$ cat src/rtl/rr_arb_mux_2x1.sv
// Two-input round-robin arbiter feeding a one-beat registered output slot.
// Also keeps saturating per-source counts of accepted beats.
module rr_arb_mux_2x1 #(
   parameter int WIDTH = 8,
   parameter int CNTW  = 8
) (
   input  logic             clk,
   input  logic             rst,
   input  logic [WIDTH-1:0] a_data,
   input  logic             a_valid,
   output logic             a_ready,
   input  logic [WIDTH-1:0] b_data,
   input  logic             b_valid,
   output logic             b_ready,
   output logic [WIDTH-1:0] y,
   output logic             y_valid,
   input  logic             y_ready,
   output logic             y_sel,
   output logic [CNTW-1:0]  a_cnt,
   output logic [CNTW-1:0]  b_cnt
);

   localparam logic [CNTW-1:0] CNT_MAX = '1;

   logic prio;     // 1 = A wins a tie, 0 = B wins a tie
   logic load;
   logic grant_a;
   logic grant_b;
   logic take_a;
   logic take_b;

   // The slot can take a new beat when it is empty or is being drained this cycle.
   assign load    = ~y_valid | y_ready;
   assign grant_a = a_valid & (~b_valid | prio);
   assign grant_b = b_valid & (~a_valid | ~prio);
   assign a_ready = load & grant_a;
   assign b_ready = load & grant_b;
   assign take_a  = a_valid & a_ready;
   assign take_b  = b_valid & b_ready;

   // NOTE: non-blocking assignments keep every register sampling pre-edge values,
   // so ordering between the statements below cannot change the result.
   always_ff @(posedge clk or posedge rst) begin
      if (rst) begin
         y       <= '0;
         y_sel   <= 1'b0;
         y_valid <= 1'b0;
         prio    <= 1'b1;
      end else if (take_a) begin
         y       <= a_data;
         y_sel   <= 1'b1;
         y_valid <= 1'b1;
         prio    <= 1'b0;
      end else if (take_b) begin
         y       <= b_data;
         y_sel   <= 1'b0;
         y_valid <= 1'b1;
         prio    <= 1'b1;
      end else if (y_ready) begin
         y_valid <= 1'b0;
      end
   end

   always_ff @(posedge clk or posedge rst) begin
      if (rst) begin
         a_cnt <= '0;
         b_cnt <= '0;
      end else begin
         if (take_a && a_cnt != CNT_MAX) a_cnt <= a_cnt + 1'b1;
         if (take_b && b_cnt != CNT_MAX) b_cnt <= b_cnt + 1'b1;
      end
   end

endmodule

$ cat config.mk
export PLATFORM = sky130hd
export DESIGN_NAME = rr_arb_mux_2x1
export DESIGN_NICKNAME = d
export VERILOG_FILES = /design/src/rtl/rr_arb_mux_2x1.sv
export SDC_FILE = /design/constraint.sdc
export NUM_CORES = 1
export LEC_CHECK = 0
export CAP_MARGIN = 20
export CORE_ASPECT_RATIO = 1.4
export CORE_MARGIN = 2
export CORE_UTILIZATION = 28
export CTS_BUF_LIST = sky130_fd_sc_hd__clkbuf_2 sky130_fd_sc_hd__clkbuf_4 sky130_fd_sc_hd__clkbuf_8
export CTS_CLUSTER_SIZE = 40
export DETAILED_ROUTE_END_ITERATION = 6
export DONT_BUFFER_PORTS = 1
export GPL_TIMING_DRIVEN = 0
export PLACE_DENSITY = 0.4
export SYNTH_ARGS = -nofsm -noshare
export SYNTH_HDL_FRONTEND = slang
export SYNTH_SLANG_ARGS = --single-unit
$ cat constraint.sdc
create_clock -name clk -period 1.5 [get_ports clk]
set_clock_uncertainty 0.1 [all_clocks]
set_input_delay 0.15 -clock clk [delete_from_list [all_inputs] [get_ports clk]]
set_output_delay 0.15 -clock clk [all_outputs]
set_load 0.005 [all_outputs]
# Word-level counts from Yosys, hierarchy flattened
# Index checks and enable logic that the tools add are counted.
# Widths: inputs -> output; s select.
# classes
n_mux	9
mul	0
div	0
n_reduce_logical	4
shifts	0
add_sub_neg	2
eq_ne	2
bitwise_logic	13
order_cmp	0
# ops
operator	count
$add 8x1->8 const B	2
$mux 8	2
$ne 8x8->1 const B	2
$mux 1	7
$and 1x1->1	6
$not 1->1	4
$or 1x1->1	3
$reduce_bool 3->1	1
$logic_and 1x1->1	2
$reduce_bool 2->1	1
# word_totals
ramBits	0
elab_cells	36
out_inout_bits	28
regBits	27
n_memories	0
in_bits	21
romBits	0
latch_bits	0

# Longest topological paths before layout
# Gate-level depths: netlist (run 1).
# logic_depth
word_depth	7
depth_mapped	6
ltp_nobuf	5

# Worst setup path before layout (run 1)
# Ideal clock, no wire load.
# synth_timing
path_kind	reg-to-reg
from	register y_valid
to	register b_cnt[5]
path_slack_ns	0.036
period_less_slack_ns	1.464
path_buffers	0
arrival_ns	1.239
setup_time_ns	0.125
stages_incl_launch_ff	5
required_ns	1.275
cell_sequence	dfrtp_1 -> and2b_2 -> nor3b_2 -> nand3_1 -> mux2_4
# synth_between
elab_chain_len	5
# synth_lines
item	line	source
from (decl)	16	output logic y_valid,
from (signal assigned)	47	y_valid <= 1'b0;
from (signal assigned)	52	y_valid <= 1'b1;
from (signal assigned)	57	y_valid <= 1'b1;
$not 1->1	33	assign load = ~y_valid | y_ready;
$or 1x1->1	33	
$and 1x1->1	37	assign b_ready = load & grant_b;
$and 1x1->1	39	assign take_b = b_valid & b_ready;
$logic_and 1x1->1	70	if (take_b && b_cnt != CNT_MAX) b_cnt <= b_cnt + 1'b1;
to (signal assigned)	70	
to (decl)	20	output logic [CNTW-1:0] b_cnt
# No other way between the ends.
# A chain may end at the register's enable or synchronous reset.

# Worst setup path after layout (run 1)
# Ends and elaborated chain as after synthesis.

==> impl_metrics.yaml, run 1 <==
outcome:
  status: "finished, violations left"
  failed_checks: "setup timing"
grt:
  grt_antenna_before_repair: 0
  grt_use_met1_pct: 16.33
  grt_max_degree: 28
  top_usage_layer: "met2"
  grt_remaining_overflow: 0
  grt_pass1_wl_um: 5423
  grt_usage_pct: 13.81
  grtUsageMet2_pct: 23.96
  grt_pass1_vias: 1148
  grtUsageMet3_pct: 2.896
clocking:
  cts.clk_slew.worst_paths_ns: 0.10
  clock-root-buffer: "clkbuf_8"
  cts_max_path_buffers: 2
  cts_tree: "done"
  cts_num_sinks: 27
  h-tree-depth: 1
  numCtsBuffers: 3
  clk-insertion-delay-late_ns: 0.27
setup_path:
  reg2reg_setup_slack_ns: -0.03
  crit_required_ns: 1.57
  crit_arrival_ns: 1.60
  critical_path.max_fanout: 3
  ff2ff_path_depth: 4
  endpoint_kind: "flop"
  rr_endpoint: "b_cnt[5]"
  critPathLaunchType: "flop"
  rr_startpoint: "y_valid"
  crit_type: "flop to flop"
hold_path:
  hp-class: "input port to flop"
  whs_path_depth: 3
  min_to: "prio"
  hold_start: "b_valid"
placed_design:
  io_buffers: 0
  dpl.hpwl_um: 2312
  postPlaceCellArea_mm2: 0.001399
  gp_congestion: 0.7108
final_layout:
  fillCellCount: 468
  finalNetCount: 191
  drive_gt1_share_pct: 31.14
  diodes: 0
  area_delta_synth_final_pct: 41.57
  stdcell_area_mm2: 0.001871
routing:
  routed-via-count: 1126
  wl_per_cell_um: 15.23
  routed_wl_um: 3488
  post_drt_via_cell_ratio: 4.917
  drc: 0
  initialDrtViolationCount: 17
  ant_nets: 0
  drt_pass1_iterations: 4
sta:
  tightestPinTransition_ns: 0.2871
  hold_viol: 0
  clock.fmax_mhz: 654.0
  period_share_pct: 101.9
  period_needed_ns: 1.529
  setup_viol: 4
  maxSlewViolCount: 0
  slew_headroom_pct: 80.84
  fin_ws_ns: -0.02896
  rsz0062_at_grt: "true"
floorplan:
  coreArea_mm2: 0.004536
  rows: 29
  start_util_pct: 29.13
  num_io_pins: 49
  die_h_um: 85.28
  die_w_um: 62.06
  die_area_mm2: 0.005292
logic_synthesis:
  avgSynthCellArea_um2: 9.860
  syn_area_mm2: 0.001321
  syn_nets: 157
  ys_types: 25
  async_reset_ff_share_pct: 100.0
  synth_cells: 134
  synth_edf_count: 0
  yosysWarnings: 0
  ys.flop_type: "dfrtp_1"
  ys_seq_elements: 27
  ys_seq_area_share_pct: 51.23
pwr:
  p_per_area_mw_per_mm2: 1277
  power_w: 0.002389
  power_leakage_nw: 0.8192
  ir_drop_uv: 616.5
flow_run:
  cap_violations: 0
## critical path: stages (launching register included)
cell and delay [ns]:
dfrtp_1 0.42, and2b_2 0.25, nor3b_4 0.26, nand3_2 0.10, mux2_4 0.30
## Yosys cell counts (2+ instances only)
cell / instances / area share (%)
dfrtp_1: 26 / 49
nand2_1: 19 / 5.4
a21oi_1: 17 / 6.4
nand3_1: 11 / 4.2
nor2_1: 10 / 2.8
nand4_1: 8 / 3.8
inv_1: 6 / 1.7
mux2_2: 4 / 3.4
mux2_4: 3 / 3.4
mux2i_1: 3 / 2.3
and2_4: 2 / 1.3
and3_1: 2 / 0.95
and4_1: 2 / 1.3
buf_2: 2 / 0.76
clkbuf_1: 2 / 0.57
ha_1: 2 / 1.9
nand2b_1: 2 / 0.95
nor3b_2: 2 / 1.9
o21a_1: 2 / 1.1
o21ai_0: 2 / 0.76
xnor2_1: 2 / 1.3
xor2_1: 2 / 1.3
## logic make-up after synthesis
kind of cell               Yosys count  synth area share, %
muxes                               10                9.091
adders and majority gates            2                1.894
xor gates and xnor gates             4                2.652
and+or+nand+nor                     60                23.77
AOI/OAI and AO/OA                   21                8.333
DFF                                 27                51.23
buffers and inverters               10                3.030
## where the power goes
group	switching, W	internal [W]
Combinational	0.000265	0.000396
Sequential	0.000341	0.000964
Clock	0.000236	0.000186
Total	0.000843	0.00155
## sequential cells by signal (all words and copies together), names as in the netlist
register and cells:
a_cnt 8, b_cnt 8, prio 1, y 8, y_sel 1, y_valid 1
## what timing repair did
action,in CTS,in global routing
gates cloned,0,1
hold buffers,18,1
hold endpoints to repair,35,26
pin swaps,4,13
buffers inserted,4,4
resized for setup,20,18
setup endpoints to repair,18,23
## placed cells by master (no fill, tap or decap), drive strengths merged
cell	netlist	final
dfrtp	26	26
nand2	19	19
dlygate4sd3	0	19
a21oi	17	17
nand3	11	11
buf	2	11
nor2	10	10
nand4	8	8
mux2	7	7
inv	6	6
clkbuf	2	6
mux2i	3	3
and4	2	2
and2	2	2
xor2	2	2
nor3b	2	2
o21a	2	2
o21ai	2	2
and3	2	2
xnor2	2	2
ha	2	2
nand2b	2	2
and2b	1	1
or3	1	1
clkinv	0	1
dfstp	1	1
## worst max path at each step
stage	start	end
after floorplan	y_valid	b_cnt[5]
after global placement	b_cnt[2]	b_cnt[5]
after detailed placement	b_cnt[2]	b_cnt[5]
after CTS	y_valid	b_cnt[5]
after global routing	prio	a_cnt[5]
final	y_valid	b_cnt[5]
## metrics by stage
step                      setup TNS [ns]  hold WS, ns  std cells  util (%)  setup WS [ns]
after CTS                        -0.2030     -0.03023        222     37.93       -0.07278
final                           -0.07685      0.08626        229     41.24       -0.02896
after floorplan                        0       0.1020        134         -        0.03561
after global routing             -0.7981       0.1241        229     41.24       -0.09643
after detailed placement          -1.008       0.1645        196     30.84        -0.1378
after global placement           -0.5761       0.1614        196     30.84        -0.1720
## metal layers
metal | routed length, um | vias to the layer above
met4 | 40 | 0
met3 | 184 | 5
met2 | 1912 | 35
met5 | 0 | -
li1 | - | 531
met1 | 1351 | 555
## layout make-up
cell class	count	area, um^2	share of cell area [%]
sequential	27	686.9	36.72
clock buffer	3	41.29	2.207
buffer	4	38.79	2.074
inverter	6	25.02	1.338
multi-input combinational	97	689.4	36.86
clock inverter	1	5.005	0.2676
tap	62	77.57	4.147
timing repair buffer	29	306.5	16.39
Power figures use the tool's default switching activity.
==> run 2, diff against run 1 <==
--- a/config.mk
+++ b/config.mk
@@ -6,7 +6,7 @@
 export NUM_CORES = 1
 export LEC_CHECK = 0
 export CAP_MARGIN = 20
-export CORE_ASPECT_RATIO = 1.4
+export CORE_ASPECT_RATIO = 1.2
 export CORE_MARGIN = 2
 export CORE_UTILIZATION = 28
 export CTS_BUF_LIST = sky130_fd_sc_hd__clkbuf_2 sky130_fd_sc_hd__clkbuf_4 sky130_fd_sc_hd__clkbuf_8
==> impl_metrics.yaml, run 2 (synthesis gave the netlist of run 1 again) <==
outcome:
  status: "finished, violations left"
  failed_checks: "setup timing"
setup_path:
  crit_type: "flop to flop"
  critical_path.max_fanout: 3
  cp_top_family: "flip-flops"
  cpPeakStageDelay_ns: 0.56
  crit_arrival_ns: 1.59
  endpoint_kind: "flop"
  path_cells: "nand2b_4 -> nor3b_4 -> nand3_2 -> mux2_4"
  slowest_stage: "dfstp_2"
  critPathLaunchType: "flop"
  timing.critical_path.buf_inv: 0
  crit_required_ns: 1.56
final_layout:
  mostFrequentLayoutCells: "nand2_1 (19), dlygate4sd3_1 (19), a21oi_1 (17), dfrtp_1 (17), nor2_1 (10)"
  fillCellCount: 477
  area_delta_synth_final_pct: 37.12
  drive_gt1_share_pct: 29.27
  top_regs: "a_cnt x8, b_cnt x8, y x8"
  stdcell_area_mm2: 0.001812
  diodes: 0
  finalNetCount: 188
pwr:
  p_per_area_mw_per_mm2: 1301
  power_leakage_nw: 0.7956
  ir_drop_uv: 444.4
clocking:
  cts_max_path_buffers: 2
  clock-root-buffer: "clkbuf_8"
  clk-insertion-delay-late_ns: 0.27
  cts_num_sinks: 27
  cts.clk_slew.worst_paths_ns: 0.09
  cts_tree: "done"
  h-tree-depth: 1
  numCtsBuffers: 3
floorplan:
  die_area_mm2: 0.005287
  coreArea_mm2: 0.004561
  rows: 27
  start_util_pct: 28.97
  die_w_um: 66.71
  die_h_um: 79.25
  num_io_pins: 49
sta:
  tightestPinTransition_ns: 0.5874
  hold_viol: 0
  period_needed_ns: 1.525
  clock.fmax_mhz: 655.7
  setup_viol: 4
  maxSlewViolCount: 0
  period_share_pct: 101.7
  slew_headroom_pct: 60.80
  rsz0062_at_grt: "true"
  fin_ws_ns: -0.02503
routing:
  wl_per_cell_um: 15.44
  post_drt_via_cell_ratio: 4.901
  ant_nets: 0
  routed-via-count: 1088
  initialDrtViolationCount: 38
  routed_wl_um: 3427
  drc: 0
  drt_pass1_iterations: 4
placed_design:
  post-place-ws_ns: -0.1563
  gp_congestion: 0.6831
  io_buffers: 0
  dpl.hpwl_um: 2217
  postPlaceCellArea_mm2: 0.001394
grt:
  grt_remaining_overflow: 0
  grt_pass1_vias: 1209
  grt_max_degree: 28
  grt_antenna_before_repair: 0
  grt_usage_pct: 13.81
  grt_pass1_wl_um: 5637
hold_path:
  hp-class: "input port to flop"
flow_run:
  cap_violations: 0
==> run 2: changes by cell type in the layout (fill, tap and decap cells not counted), sizes merged <==
cell,previous run,this run
clkbuf,6,5
clkinv,1,0
buf,11,10
==> run 2: repair_timing <==
item,in CTS,in global routing
hold buffers,18,1
setup endpoints to repair,17,23
pin swaps,5,3
gates resized for setup,27,11
hold endpoints to repair,35,12
gates cloned,1,0
setup buffers,4,1
==> run 2: path summary, 6_finish.rpt <==
path                          from       end  slack [ns]  depth (start not counted)
setup / recovery              prio  a_cnt[5]       -0.03                          4
hold / removal             b_valid      prio        0.11                          3
setup reg to reg              prio  a_cnt[5]       -0.03                          4
hold reg to reg               prio      prio        0.38                          2
max in group asynchronous      rst      prio        0.46                          3
min in group asynchronous      rst      y[7]        0.28                          2
==> run 2: metal layers <==
layer | global-route usage [%] | wire, um | vias to the layer above
met3 | 2.833 | 175 | 2
li1 | - | - | 521
met2 | 25.70 | 1898 | 23
met4 | 3.878 | 18 | 0
met5 | 0 | 0 | -
met1 | 15.55 | 1335 | 542
==> run 2: area by class of cell <==
cell class                      count  area [um^2]  share of cell area [%]
Tap cell                           58        72.57                   4.006
Buffer                              4        38.79                   2.141
Inverter                            6        25.02                   1.381
Timing Repair Buffer               26        262.8                   14.50
Clock buffer                        4        48.80                   2.693
Multi-Input combinational cell     97        675.6                   37.29
Sequential cell                    27        688.2                   37.98
==> run 2: per-stage QoR <==
| step | hold slack [ns] | utilization (%) | TNS (ns) | power, W | std cells |
|---|---|---|---|---|---|
| CTS | -0.01083 | 38.30 | -0.1111 | 0.002357 | 219 |
| finish | 0.1103 | 39.73 | -0.05003 | 0.002358 | 222 |
| global placement | 0.1645 | 30.56 | -0.5968 | 0.001730 | 192 |
| global route | 0.1345 | 39.73 | -0.6874 | 0.002553 | 222 |
| floorplan | 0.1020 | - | 0 | 0.001585 | 134 |
| detailed placement | 0.1728 | 30.56 | -0.7736 | 0.001756 | 192 |
==> run 2: worst min-delay path, stage by stage <==
cell	delay [ns]
nand3_2	0.07
clkbuf_4	0.20
nand2_1	0.06
==> run 2: report_power, final <==
group / switching (W) / internal, W / leakage [nW] / total, W
clock network: 0.000224 / 0.000208 / 0.0262 / 0.000433
logic: 0.000256 / 0.000363 / 0.464 / 0.000619
registers: 0.000339 / 0.000967 / 0.306 / 0.00131
==> run 3, diff against run 2 <==
--- a/config.mk
+++ b/config.mk
@@ -8,13 +8,14 @@
 export CAP_MARGIN = 20
 export CORE_ASPECT_RATIO = 1.2
 export CORE_MARGIN = 2
-export CORE_UTILIZATION = 28
+export CORE_UTILIZATION = 50
 export CTS_BUF_LIST = sky130_fd_sc_hd__clkbuf_2 sky130_fd_sc_hd__clkbuf_4 sky130_fd_sc_hd__clkbuf_8
 export CTS_CLUSTER_SIZE = 40
 export DETAILED_ROUTE_END_ITERATION = 6
 export DONT_BUFFER_PORTS = 1
 export GPL_TIMING_DRIVEN = 0
-export PLACE_DENSITY = 0.4
+export PLACE_DENSITY = 0.65
+export REMOVE_ABC_BUFFERS = 1
 export SYNTH_ARGS = -nofsm -noshare
 export SYNTH_HDL_FRONTEND = slang
 export SYNTH_SLANG_ARGS = --single-unit
==> impl_metrics.yaml, run 3 (synthesis gave the netlist of run 1 again) <==
routing:
  drt_pass1_iterations: 4
  routed-via-count: 1086
  post_drt_via_cell_ratio: 5.541
  routed_wl_um: 3124
  ant_nets: 0
  initialDrtViolationCount: 35
  drc: 0
  wl_per_cell_um: 15.94
floorplan:
  coreArea_mm2: 0.002527
  num_io_pins: 49
  die_w_um: 50.93
  die_h_um: 60.31
  rows: 20
  die_area_mm2: 0.003071
  start_util_pct: 52.28
final_layout:
  drive_gt1_share_pct: 23.93
  mostFrequentLayoutCells: "dfrtp_1 (23), dlygate4sd3_1 (19), nand2_1 (17), a21oi_1 (17), nor2_1 (10)"
  final_common_cell: "dfrtp_1"
  top_regs: "a_cnt x8, b_cnt x8, y x8"
  diodes: 0
  area_delta_synth_final_pct: 32.01
  finalNetCount: 187
  fillCellCount: 188
outcome:
  status: "finished, violations left"
  failed_checks: "setup timing"
sta:
  hold_viol: 0
  rsz0062_at_grt: "true"
  period_share_pct: 108.6
  tightestPinTransition_ns: 0.4391
  slew_headroom_pct: 70.69
  period_needed_ns: 1.629
  maxSlewViolCount: 0
  setup_viol: 10
  fin_ws_ns: -0.1290
  clock.fmax_mhz: 613.9
clocking:
  cts_max_path_buffers: 2
  cts_num_sinks: 27
  h-tree-depth: 1
  numCtsBuffers: 3
  clock-root-buffer: "clkbuf_4"
  clk-insertion-delay-late_ns: 0.32
  cts.clk_slew.worst_paths_ns: 0.15
  cts_tree: "done"
grt:
  grt_max_degree: 28
  grt_antenna_before_repair: 0
  grt_pass1_wl_um: 5230
  grt_usage_pct: 22.97
  grt_remaining_overflow: 0
  grt_pass1_vias: 1123
setup_path:
  crit_type: "flop to flop"
  slowest_stage: "dfstp_2"
  critPathLaunchType: "flop"
  cpPeakStageDelay_ns: 0.59
  endpoint_kind: "flop"
  crit_arrival_ns: 1.74
  crit_required_ns: 1.61
  critical_path.max_fanout: 7
  path_cells: "nand2b_4 -> nand3_4 -> clkinvlp_4 -> and2_4 -> mux2_4"
placed_design:
  post-place-ws_ns: -0.7335
  gp_congestion: 0.7993
  dpl.hpwl_um: 1938
  io_buffers: 0
pwr:
  ir_drop_uv: 813.1
  p_per_area_mw_per_mm2: 1258
  power_leakage_nw: 0.7815
  power_w: 0.002194
flow_run:
  cap_violations: 0
hold_path:
  hp-class: "input port to flop"
-- run 3: changes by cell type in the layout (fill, tap and decap cells not counted), sizes merged --
cell	before	now
buf	10	8
clkbuf	5	3
clkinv	0	1
clkinvlp	0	4
inv	6	4
-- run 3: worst max-delay path: cells and delay by family (launching register included) --
family,cells,cell delay (ns)
simple gates,3,0.39
buf+inv,1,0.15
flops,1,0.59
mux,1,0.29
-- run 3: worst paths after layout --
check / to / slack [ns] / startpoint / cells past startpoint
worst max-delay path: a_cnt[1] / -0.13 / prio / 5
min in group asynchronous: y[6] / 0.16 / rst / 2
worst min register to register: prio / 0.40 / prio / 2
max in group asynchronous: prio / 0.63 / rst / 3
worst max register to register: a_cnt[1] / -0.13 / prio / 5
worst min-delay path: prio / 0.04 / y_ready / 3
-- run 3: layout make-up --
type / instances / area [um^2] / area share [%]
clock buffers: 3 / 22.52 / 1.291
clock inverters: 1 / 5.005 / 0.2869
inverters: 6 / 30.03 / 1.722
multi-input cells: 97 / 679.4 / 38.95
flip-flops and latches: 27 / 680.7 / 39.02
well taps: 33 / 41.29 / 2.367
repair buffers: 27 / 270.3 / 15.49
repair inverters: 2 / 15.01 / 0.8608
-- run 3: power breakdown --
group          total (W)  switching, W  internal (W)
Combinational   0.000625      0.000277      0.000347
Sequential       0.00126      0.000314      0.000950
Clock           0.000306      0.000206     0.0000997
Total            0.00219      0.000797       0.00140
-- run 3: stage by stage --
step                std cells  instance area, um^2  TNS (ns)  hold slack, ns  util [%]
floorplan                 130                 1304    -2.028          0.1020         -
global placement          163                 1345    -7.939          0.1604     53.22
detailed placement        163                 1345    -8.843          0.1684     53.22
CTS                       191                 1655   -0.8178         -0.1797     65.50
global route              196                 1744    -2.002         0.01209     69.01
finish                    196                 1744   -0.7383         0.03635     69.01
-- run 3: routing by layer --
layer	routed length (um)	GRT usage (%)
met1	1206	27.02
met2	1741	41.74
met3	161	4.250
met4	15	8.494
met5	0	0
-- run 3: repair_timing --
| item | 4_1_cts | 5_1_grt |
|---|---|---|
| hold buffers | 18 | 1 |
| pin swaps | 5 | 7 |
| cloned | 2 | 0 |
| buffers inserted | 4 | 3 |
| setup endpoints to repair | 22 | 22 |
| gates resized for setup | 13 | 8 |
| hold endpoints to repair | 36 | 2 |
